$ cat config.mk
export PLATFORM = sky130hd
export DESIGN_NAME = rgb_pwm_bank
export DESIGN_NICKNAME = d
export VERILOG_FILES = /design/src/rtl/rgb_pwm_pkg.sv /design/src/rtl/rgb_pwm_bank_timebase.sv /design/src/rtl/rgb_pwm_bank.sv
export SDC_FILE = /design/constraint.sdc
export NUM_CORES = 1
export LEC_CHECK = 0
export CORE_AREA = 2 2 99 101
export CTS_CLUSTER_SIZE = 40
export DETAILED_ROUTE_END_ITERATION = 8
export DIE_AREA = 0 0 101 103
export PLACE_DENSITY = 0.6
export SETUP_SLACK_MARGIN = 0.5
export SYNTH_ARGS = -nofsm -noshare
export SYNTH_HDL_FRONTEND = slang
export SYNTH_SLANG_ARGS = --single-unit
$ cat constraint.sdc
create_clock -name clk -period 3 [get_ports clk]
set_input_delay 0.75 -clock clk [delete_from_list [all_inputs] [get_ports clk]]
set_output_delay 0.75 -clock clk [all_outputs]
set_load 0.02 [all_outputs]
$ cat src/rtl/rgb_pwm_pkg.sv
// +----------------------------------------------------------------------------+
// | rgb_pwm_pkg                                                                |
// | Shared types, constants and helpers for the rgb_pwm_bank slice.            |
// | Revision: 1.0                                                              |
// +----------------------------------------------------------------------------+
`default_nettype none

package rgb_pwm_pkg;

  localparam int PWM_WIDTH_DEF = 12;
  localparam int PWM_PERIOD    = (1 << PWM_WIDTH_DEF) - 1;

  typedef logic [PWM_WIDTH_DEF-1:0] duty_t;

  // Commit FSM encoding
  localparam logic [0:0] c_st_idle    = 1'b0;
  localparam logic [0:0] c_st_pending = 1'b1;

  // Width of a channel index; never below one bit so the port always exists
  function automatic int chan_idx_w(input int channels);
    return (channels > 1) ? $clog2(channels) : 1;
  endfunction

endpackage

`default_nettype wire

$ cat src/rtl/rgb_pwm_bank_timebase.sv
// +----------------------------------------------------------------------------+
// | pwm_timebase                                                               |
// | Prescaler plus PWM counter; flags the period wrap and a period_start pulse.|
// | Revision: 1.0                                                              |
// +----------------------------------------------------------------------------+
`default_nettype none

module pwm_timebase #(
  parameter int PWM_WIDTH = 12,
  parameter int PRESCALE  = 1
) (
  input  logic                 clk,
  input  logic                 rst_n,
  output logic [PWM_WIDTH-1:0] o_cnt,
  output logic                 o_wrap,
  output logic                 o_period_start
);

  localparam int c_pw = (PRESCALE > 1) ? $clog2(PRESCALE) : 1;
  localparam logic [c_pw-1:0]      c_presc_last = c_pw'(PRESCALE - 1);
  localparam logic [PWM_WIDTH-1:0] c_cnt_last   = PWM_WIDTH'((1 << PWM_WIDTH) - 2);

  logic [c_pw-1:0]      r_presc;
  logic [PWM_WIDTH-1:0] r_cnt;
  logic                 r_period_start;
  logic                 w_tick;
  logic                 w_wrap;

  assign w_tick = (r_presc == c_presc_last);
  // The counter skips the all-ones value so a full-scale duty stays on
  assign w_wrap = w_tick && (r_cnt == c_cnt_last);

  always_ff @(posedge clk) begin
    if (!rst_n) begin
      r_presc        <= '0;
      r_cnt          <= '0;
      r_period_start <= 1'b0;
    end else begin
      r_presc        <= w_tick ? '0 : r_presc + c_pw'(1);
      if (w_tick) begin
        r_cnt <= w_wrap ? '0 : r_cnt + PWM_WIDTH'(1);
      end
      r_period_start <= w_wrap;
    end
  end

  assign o_cnt          = r_cnt;
  assign o_wrap         = w_wrap;
  assign o_period_start = r_period_start;

endmodule

`default_nettype wire

$ cat src/rtl/rgb_pwm_bank.sv
// +----------------------------------------------------------------------------+
// | rgb_pwm_bank                                                               |
// | Multi-channel PWM with shadow duties committed only at period boundaries.  |
// | Optional global dimming at transfer: define PWM_GLOBAL_DIM_EN.             |
// | Revision: 1.0                                                              |
// +----------------------------------------------------------------------------+
`default_nettype none

module rgb_pwm_bank
  import rgb_pwm_pkg::*;
#(
  parameter int PWM_WIDTH = 12,
  parameter int CHANNELS  = 3,
  parameter int PRESCALE  = 1
) (
  input  logic                              clk,
  input  logic                              rst_n,
  input  logic                              wr_valid,
  input  logic [chan_idx_w(CHANNELS)-1:0]   wr_chan,
  input  logic [PWM_WIDTH-1:0]              wr_duty,
  input  logic                              commit_valid,
  output logic                              commit_ready,
`ifdef PWM_GLOBAL_DIM_EN
  input  logic [PWM_WIDTH-1:0]              dim,
`endif
  output logic                              period_start,
  output logic [CHANNELS-1:0]               led
);

  localparam int c_cw = chan_idx_w(CHANNELS);
`ifdef PWM_GLOBAL_DIM_EN
  localparam int c_pw = 2 * PWM_WIDTH + 1;
`endif

  logic [PWM_WIDTH-1:0] w_cnt;
  logic                 w_wrap;
  logic [PWM_WIDTH-1:0] r_shadow [CHANNELS];
  logic [PWM_WIDTH-1:0] r_active [CHANNELS];
  logic [PWM_WIDTH-1:0] w_load   [CHANNELS];
  logic [0:0]           r_state;
  logic [0:0]           w_state_next;
  logic                 w_xfer;

  pwm_timebase #(
    .PWM_WIDTH (PWM_WIDTH),
    .PRESCALE  (PRESCALE)
  ) u_timebase (
    .clk            (clk),
    .rst_n          (rst_n),
    .o_cnt          (w_cnt),
    .o_wrap         (w_wrap),
    .o_period_start (period_start)
  );

  // Out-of-range indices match no channel and are dropped
  always_ff @(posedge clk) begin
    if (!rst_n) begin
      for (int i = 0; i < CHANNELS; i++) r_shadow[i] <= '0;
    end else begin
      for (int i = 0; i < CHANNELS; i++) begin
        if (wr_valid && (wr_chan == c_cw'(i))) r_shadow[i] <= wr_duty;
      end
    end
  end

  always_comb begin
    for (int i = 0; i < CHANNELS; i++) begin
`ifdef PWM_GLOBAL_DIM_EN
      w_load[i] = PWM_WIDTH'((c_pw'(r_shadow[i]) * (c_pw'(dim) + c_pw'(1))) >> PWM_WIDTH);
`else
      w_load[i] = r_shadow[i];
`endif
    end
  end

  always_ff @(posedge clk) begin
    if (!rst_n) begin
      for (int i = 0; i < CHANNELS; i++) r_active[i] <= '0;
    end else if (w_xfer) begin
      for (int i = 0; i < CHANNELS; i++) r_active[i] <= w_load[i];
    end
  end

  always_ff @(posedge clk) begin
    if (!rst_n) r_state <= c_st_idle;
    else        r_state <= w_state_next;
  end

  // A commit taken on the wrap cycle itself is still idle at that wrap, so it waits a period
  always_comb begin
    w_state_next = r_state;
    case (r_state)
      c_st_idle:    if (commit_valid) w_state_next = c_st_pending;
      c_st_pending: if (w_wrap)       w_state_next = c_st_idle;
      default:                        w_state_next = c_st_idle;
    endcase
  end

  always_comb begin
    commit_ready = (r_state == c_st_idle);
    w_xfer       = (r_state == c_st_pending) && w_wrap;
  end

  always_ff @(posedge clk) begin
    if (!rst_n) begin
      led <= '0;
    end else begin
      for (int i = 0; i < CHANNELS; i++) led[i] <= (r_active[i] > w_cnt);
    end
  end

endmodule

`default_nettype wire

==> results.cfg, run 1 <==
[timing]
finalMaxSlewViolations = 0
rsz0062_at_grt = false
setup_violations = 0
finalHoldViolations = 0
max_freq_ghz = 0.478
finalClockSkew_ns = 0.0121
fin_crit_sh_pct = 69.7
period_needed_ns = 2.09
fin_setup_tns_ns = 0
fin_ws_ns = 0.909

[finish]
drive_gt1_share_pct = 7.20
design_area_um2 = 4680
antennaDiodeCount = 0
synthToLayoutAreaGrowth_pct = 14.0
nNetsFinal = 399
num-fill-cells = 849

[grt]
grt_antenna_before_repair = 0
overflow = 0
grt_pass1_vias = 2212
grt_usage_pct = 14.1
grt_max_degree = 37
grt_pass1_wl_mm = 10.9

[placed_design]
portBuffers = 22
place.gp.congestion = 0.779
hpwl_mm = 4.99
post_dp_cell_area_um2 = 4450
preCtsSetupSlack_ns = 0.613

[setup_path]
critical_path_class = reg -> out
critPathLaunch = r_state
worstReg2RegEnd = r_active[0][35]
reg2reg_from = u_timebase.o_cnt[0]
reg2reg_depth = 7
crit_slowest_cell = clkdlybuf4s50_1
cp-start-kind = flop
max_stage_delay_ns = 0.59
crit_path_end_kind = output port
critPathRequiredTime_ns = 2.25
critPathCapture = commit_ready
critPathMaxFanout = 4
rrSetupSlack_ns = 0.95
crit_chain = inv_1 -> clkdlybuf4s50_1
arrival_ns = 1.34

[detailed_routing]
post-route-drc-count = 0
wire_per_inst_um = 14.5
vias_per_cell = 4.96
final_antenna_net_count = 0
drt-initial-drc-count = 57
vias = 2287
wl_mm = 6.70
drt_pass1_iterations = 4

[synth]
async_flop_share_pct = 0
synth_ff_type = edfxtp_1
yosysSeqAreaShare_pct = 61.5
synth_edf_count = 72
syn_area_um2 = 4100
yosys_register_bits = 90
syn_avg_cell_area_um2 = 13.2
synth_nets = 367
yosysWarnings = 0
yosys.area.top_type = edfxtp_1
ys_types = 35
yosysMostFrequentCell = edfxtp_1
synth_commonest_cells = 72 x edfxtp_1, 50 x and2_1, 38 x ha_1
synth_area_leaders = edfxtp_1 53%, ha_1 12%, dfxtp_1 8.8%
netlist.area_leader.share_pct = 52.7
syn-instance-count = 311

[floorplanning]
core_region_area_um2 = 9460
die_w_um = 101
start_util_pct = 43.4
placementRows = 36
fp.dieH_um = 103
die_area_um2 = 10400
ios = 23

[power_and_ir_drop]
leakagePower_nw = 1.77
p_sw_uw = 539
clockPowerShare_pct = 36.7
powerDensity_nw_per_um2 = 534
p_int_mw = 1.96
p_comb_share_pct = 5.9
sw_frac_of_total_pct = 21.6
vdd.ir_drop.worst_mv = 0.191
pwr-share-seq_pct = 57.4

[clock_tree]
cts_resized = 0
path_clk_slew_ns = 0.10
clk-insertion-delay-late_ns = 0.36
cts_buffers = 9
clk_path_buf_depth = 2
cts.sinks = 90
cts_tree = built
cts_root_buf = clkbuf_8
htreeDepth = 3
postCtsHoldBufs = 0
cts_setup_buffers = 0

[min_path]
hp-class = reg -> reg

[outcome]
status = completed

[run]
maxCapViolations = 0
[layout make-up]
type | instances | area [um^2] | area share (%)
clock inverters | 6 | 97.6 | 2.09
clock buffers | 9 | 124 | 2.65
inverters | 17 | 63.8 | 1.36
flip-flops and latches | 90 | 2520 | 53.9
repair buffers | 28 | 265 | 5.67
well taps | 114 | 143 | 3.05
multi-input cells | 197 | 1460 | 31.2
[cell usage in the layout (no fill, tap or decap), drive strengths merged, types with 2 or more instances in the layout]
cell            n
nand2          16
a211o           3
edfxtp         72
nor4            4
ha             38
nand2b          4
o31ai           3
xnor2          10
nor2           10
a21oi          15
a31oi           3
nand4          10
nor2b           4
dfxtp          18
or3             2
clkbuf          9
o21ai           4
bufinv          2
buf             6
inv            20
nor3            4
nand3           6
and2           50
o211ai          2
clkdlybuf4s50  22
[power groups by stage]
stage / sequential, mW / combinational (mW) / clock [mW]
6_report: 1.43 / 0.146 / 0.917
5_1_grt: 1.44 / 0.164 / 0.981
4_1_cts: 1.43 / 0.149 / 0.936
3_5_place_dp: 1.46 / 0.148 / 0
3_3_place_gp: 1.46 / 0.144 / 0
2_1_floorplan: 1.46 / 0.0807 / 0
[logic make-up after synthesis]
| family | synth area share (%) |
|---|---|
| AND/OR/NAND/NOR | 16.4 |
| flip-flops | 61.5 |
| adder cells (fa/ha/maj) | 11.6 |
| AO/OA/AOI/OAI | 5.34 |
| buffers and inverters | 2.96 |
| XOR/XNOR | 2.13 |
| other | 0.0914 |
[worst min path at each step]
| stage | startpoint | endpoint | depth (start not counted) |
|---|---|---|---|
| finish | r_shadow[0][27] | r_active[0][27] | 1 |
| global route | r_shadow[0][25] | r_active[0][25] | 1 |
| CTS | r_shadow[0][27] | r_active[0][27] | 1 |
| detailed placement | r_shadow[0][6] | r_active[0][6] | 1 |
| global placement | r_shadow[0][26] | r_active[0][26] | 1 |
| floorplan | r_shadow[0][10] | r_active[0][10] | 1 |
[registers in the layout (all words and copies together) (netlist names)]
| name | cells |
|---|---|
| u_timebase.r_presc | 1 |
| u_timebase.o_cnt | 12 |
| r_shadow | 36 |
| u_timebase.o_period_start | 1 |
| r_active | 36 |
| r_state | 1 |
| led | 3 |
[metrics by stage]
step                      hold slack [ns]  utilization [%]  total power, mW  cells
final                               0.522             49.4             2.50    461
after global placement              0.501             47.1             1.61    446
after global routing                0.530             49.4             2.59    461
after floorplan                     0.497                -             1.54    311
after CTS                           0.518             49.4             2.52    461
after detailed placement            0.506             47.1             1.61    446
[routing by layer]
metal | up-vias | routed length, um | global-route usage (%)
met1 | 1060 | 3200 | 18.1
li1 | 1186 | - | -
met2 | 34 | 3230 | 23.1
met3 | 7 | 156 | 3.05
met4 | 0 | 115 | 6.55
met5 | - | 0 | 0
[critical path: cells and delay by family (launching register included)]
kind                   cells  cell delay, ns
DFF                        1            0.34
buffers and inverters      2            0.64
(Power assumes the default switching activity.)
==> inputs of run 2 (changes only) <==
==> constraint.sdc (replaced) <==
create_clock -name clk -period 2.05 [get_ports clk]
set_input_delay 0.5125 -clock clk [delete_from_list [all_inputs] [get_ports clk]]
set_output_delay 0.5125 -clock clk [all_outputs]
set_load 0.02 [all_outputs]
==> run 2 against run 1 <==
Via count increased by 7.3%. Clock skew decreased by 0.0045 ns. Register-to-register slack got worse by 0.60 ns. Sequential share of layout area decreased by 4.5 points. Flip-flop and latch count unchanged. Largest cell class unchanged. Cell count increased by 4.6%. Cell area increased by 11%. Core utilization increased by 5.3 points.
==> results.cfg, run 2 (synthesis gave the netlist of run 1 again) <==
[grt]
grt_pass1_vias = 2317
grt_pass1_wl_mm = 12.1
grt_max_degree = 19
grt_usage_pct = 15.9
overflow = 0
grt_antenna_before_repair = 0

[detailed_routing]
wl_mm = 7.80
wire_per_inst_um = 16.2
post-route-drc-count = 0
final_antenna_net_count = 0
drt_pass1_iterations = 4
vias_per_cell = 5.09
drt-initial-drc-count = 80
vias = 2453

[power_and_ir_drop]
sw_frac_of_total_pct = 23.1
p_int_mw = 2.77
p_sw_uw = 831
p_comb_share_pct = 7.4
pwr-share-seq_pct = 58.1
leakagePower_nw = 1.95
total_power_mw = 3.60
vdd.ir_drop.worst_mv = 0.513
powerDensity_nw_per_um2 = 695
clockPowerShare_pct = 34.5

[floorplanning]
ios = 23
start_util_pct = 43.4
die_w_um = 101
fp.dieH_um = 103
placementRows = 36
core_region_area_um2 = 9460
die_area_um2 = 10400

[timing]
fin_ws_ns = 0.316
finalHoldViolations = 0
period_needed_ns = 1.73
setup_violations = 0
finalMaxSlewViolations = 0
finalClockSkew_ns = 0.00766
fin_crit_sh_pct = 84.6
max_freq_ghz = 0.577
rsz0062_at_grt = true
fin_setup_tns_ns = 0

[setup_path]
crit_chain = clkdlybuf4s50_1 -> buf_4 -> o31ai_1 -> a31oi_1
critPathLaunch = rst_n
critPathMaxFanout = 15
worstReg2RegEnd = r_active[0][15]
reg2reg_from = u_timebase.r_presc
critPathCapture = led[1]
critical_path_class = in -> reg
rrSetupSlack_ns = 0.35
arrival_ns = 2.00
cp-start-kind = primary input
max_stage_delay_ns = 0.61
crit_path_end_kind = flop
crit_slowest_cell = clkdlybuf4s50_1
critPathRequiredTime_ns = 2.31
reg2reg_depth = 7

[finish]
antennaDiodeCount = 0
layout_common_cells = 72 x edfxtp_1, 45 x and2_1, 33 x ha_1
drive_gt1_share_pct = 23.6
fin_util_pct = 54.7
synthToLayoutAreaGrowth_pct = 26.2
nNetsFinal = 419
num-fill-cells = 796
design_area_um2 = 5180
final_common_cell = edfxtp_1

[clock_tree]
cts.sinks = 90
clk_path_buf_depth = 2
htreeDepth = 3
cts_root_buf = clkbuf_8
path_clk_slew_ns = 0.09
clk-insertion-delay-late_ns = 0.36
cts_buffers = 9
cts_tree = built

[run]
maxCapViolations = 0

[placed_design]
preCtsSetupSlack_ns = 0.128
place.gp.congestion = 0.785
hpwl_mm = 5.00
portBuffers = 22
post_dp_cell_area_um2 = 4550

[outcome]
status = completed

[min_path]
hp-class = reg -> reg
[run 2: worst max-delay path: cells and delay by family]
family	cells	cell delay, ns
buffers and inverters	2	1.09
AO/OA/AOI/OAI	2	0.37
[run 2: area by class of cell]
class	instances	area, um^2	share of cell area (%)
Clock inverter	7	80.1	1.55
Timing Repair Buffer	42	482	9.31
Sequential cell	90	2560	49.5
Tap cell	114	143	2.76
Multi-Input combinational cell	203	1720	33.2
Clock buffer	9	124	2.39
Inverter	17	68.8	1.33
[run 2: what timing repair did]
action,in CTS,in global routing
gates resized for setup,27,42
setup buffers,7,3
endpoints found under the setup margin,90,111
pin swaps,6,20
hold buffers,0,0
cloned,6,3
[run 2: power groups by stage]
stage                     combinational [mW]  sequential, mW  clock [mW]
after floorplan                        0.123            2.13           0
after global placement                 0.229            2.14           0
after detailed placement               0.234            2.14           0
after CTS                              0.255            2.09        1.27
after global routing                   0.297            2.10        1.35
final                                  0.266            2.09        1.24
[run 2: per-stage QoR]
stage               hold slack, ns  cells
global placement             0.502    447
CTS                          0.529    476
floorplan                    0.475    311
finish                       0.525    482
global route                 0.543    482
detailed placement           0.504    447
[run 2: metal layers]
metal  GRT usage, %  vias to the layer above  routed length, um
met1           21.0                     1168               3630
met2           25.3                       35               3810
met5              0                        -                  0
met3           3.53                       13                223
li1               -                     1237                  -
met4           6.86                        0                138
[run 2: worst min path at each step]
stage | cells after the start | from | endpoint
floorplan | 2 | u_timebase.r_presc | u_timebase.o_cnt[0]
global placement | 2 | u_timebase.r_presc | u_timebase.o_cnt[0]
detailed placement | 1 | r_shadow[0][35] | r_active[0][35]
CTS | 2 | u_timebase.o_cnt[9] | u_timebase.o_cnt[9]
global route | 1 | r_shadow[0][12] | r_active[0][12]
finish | 1 | r_shadow[0][13] | r_active[0][13]
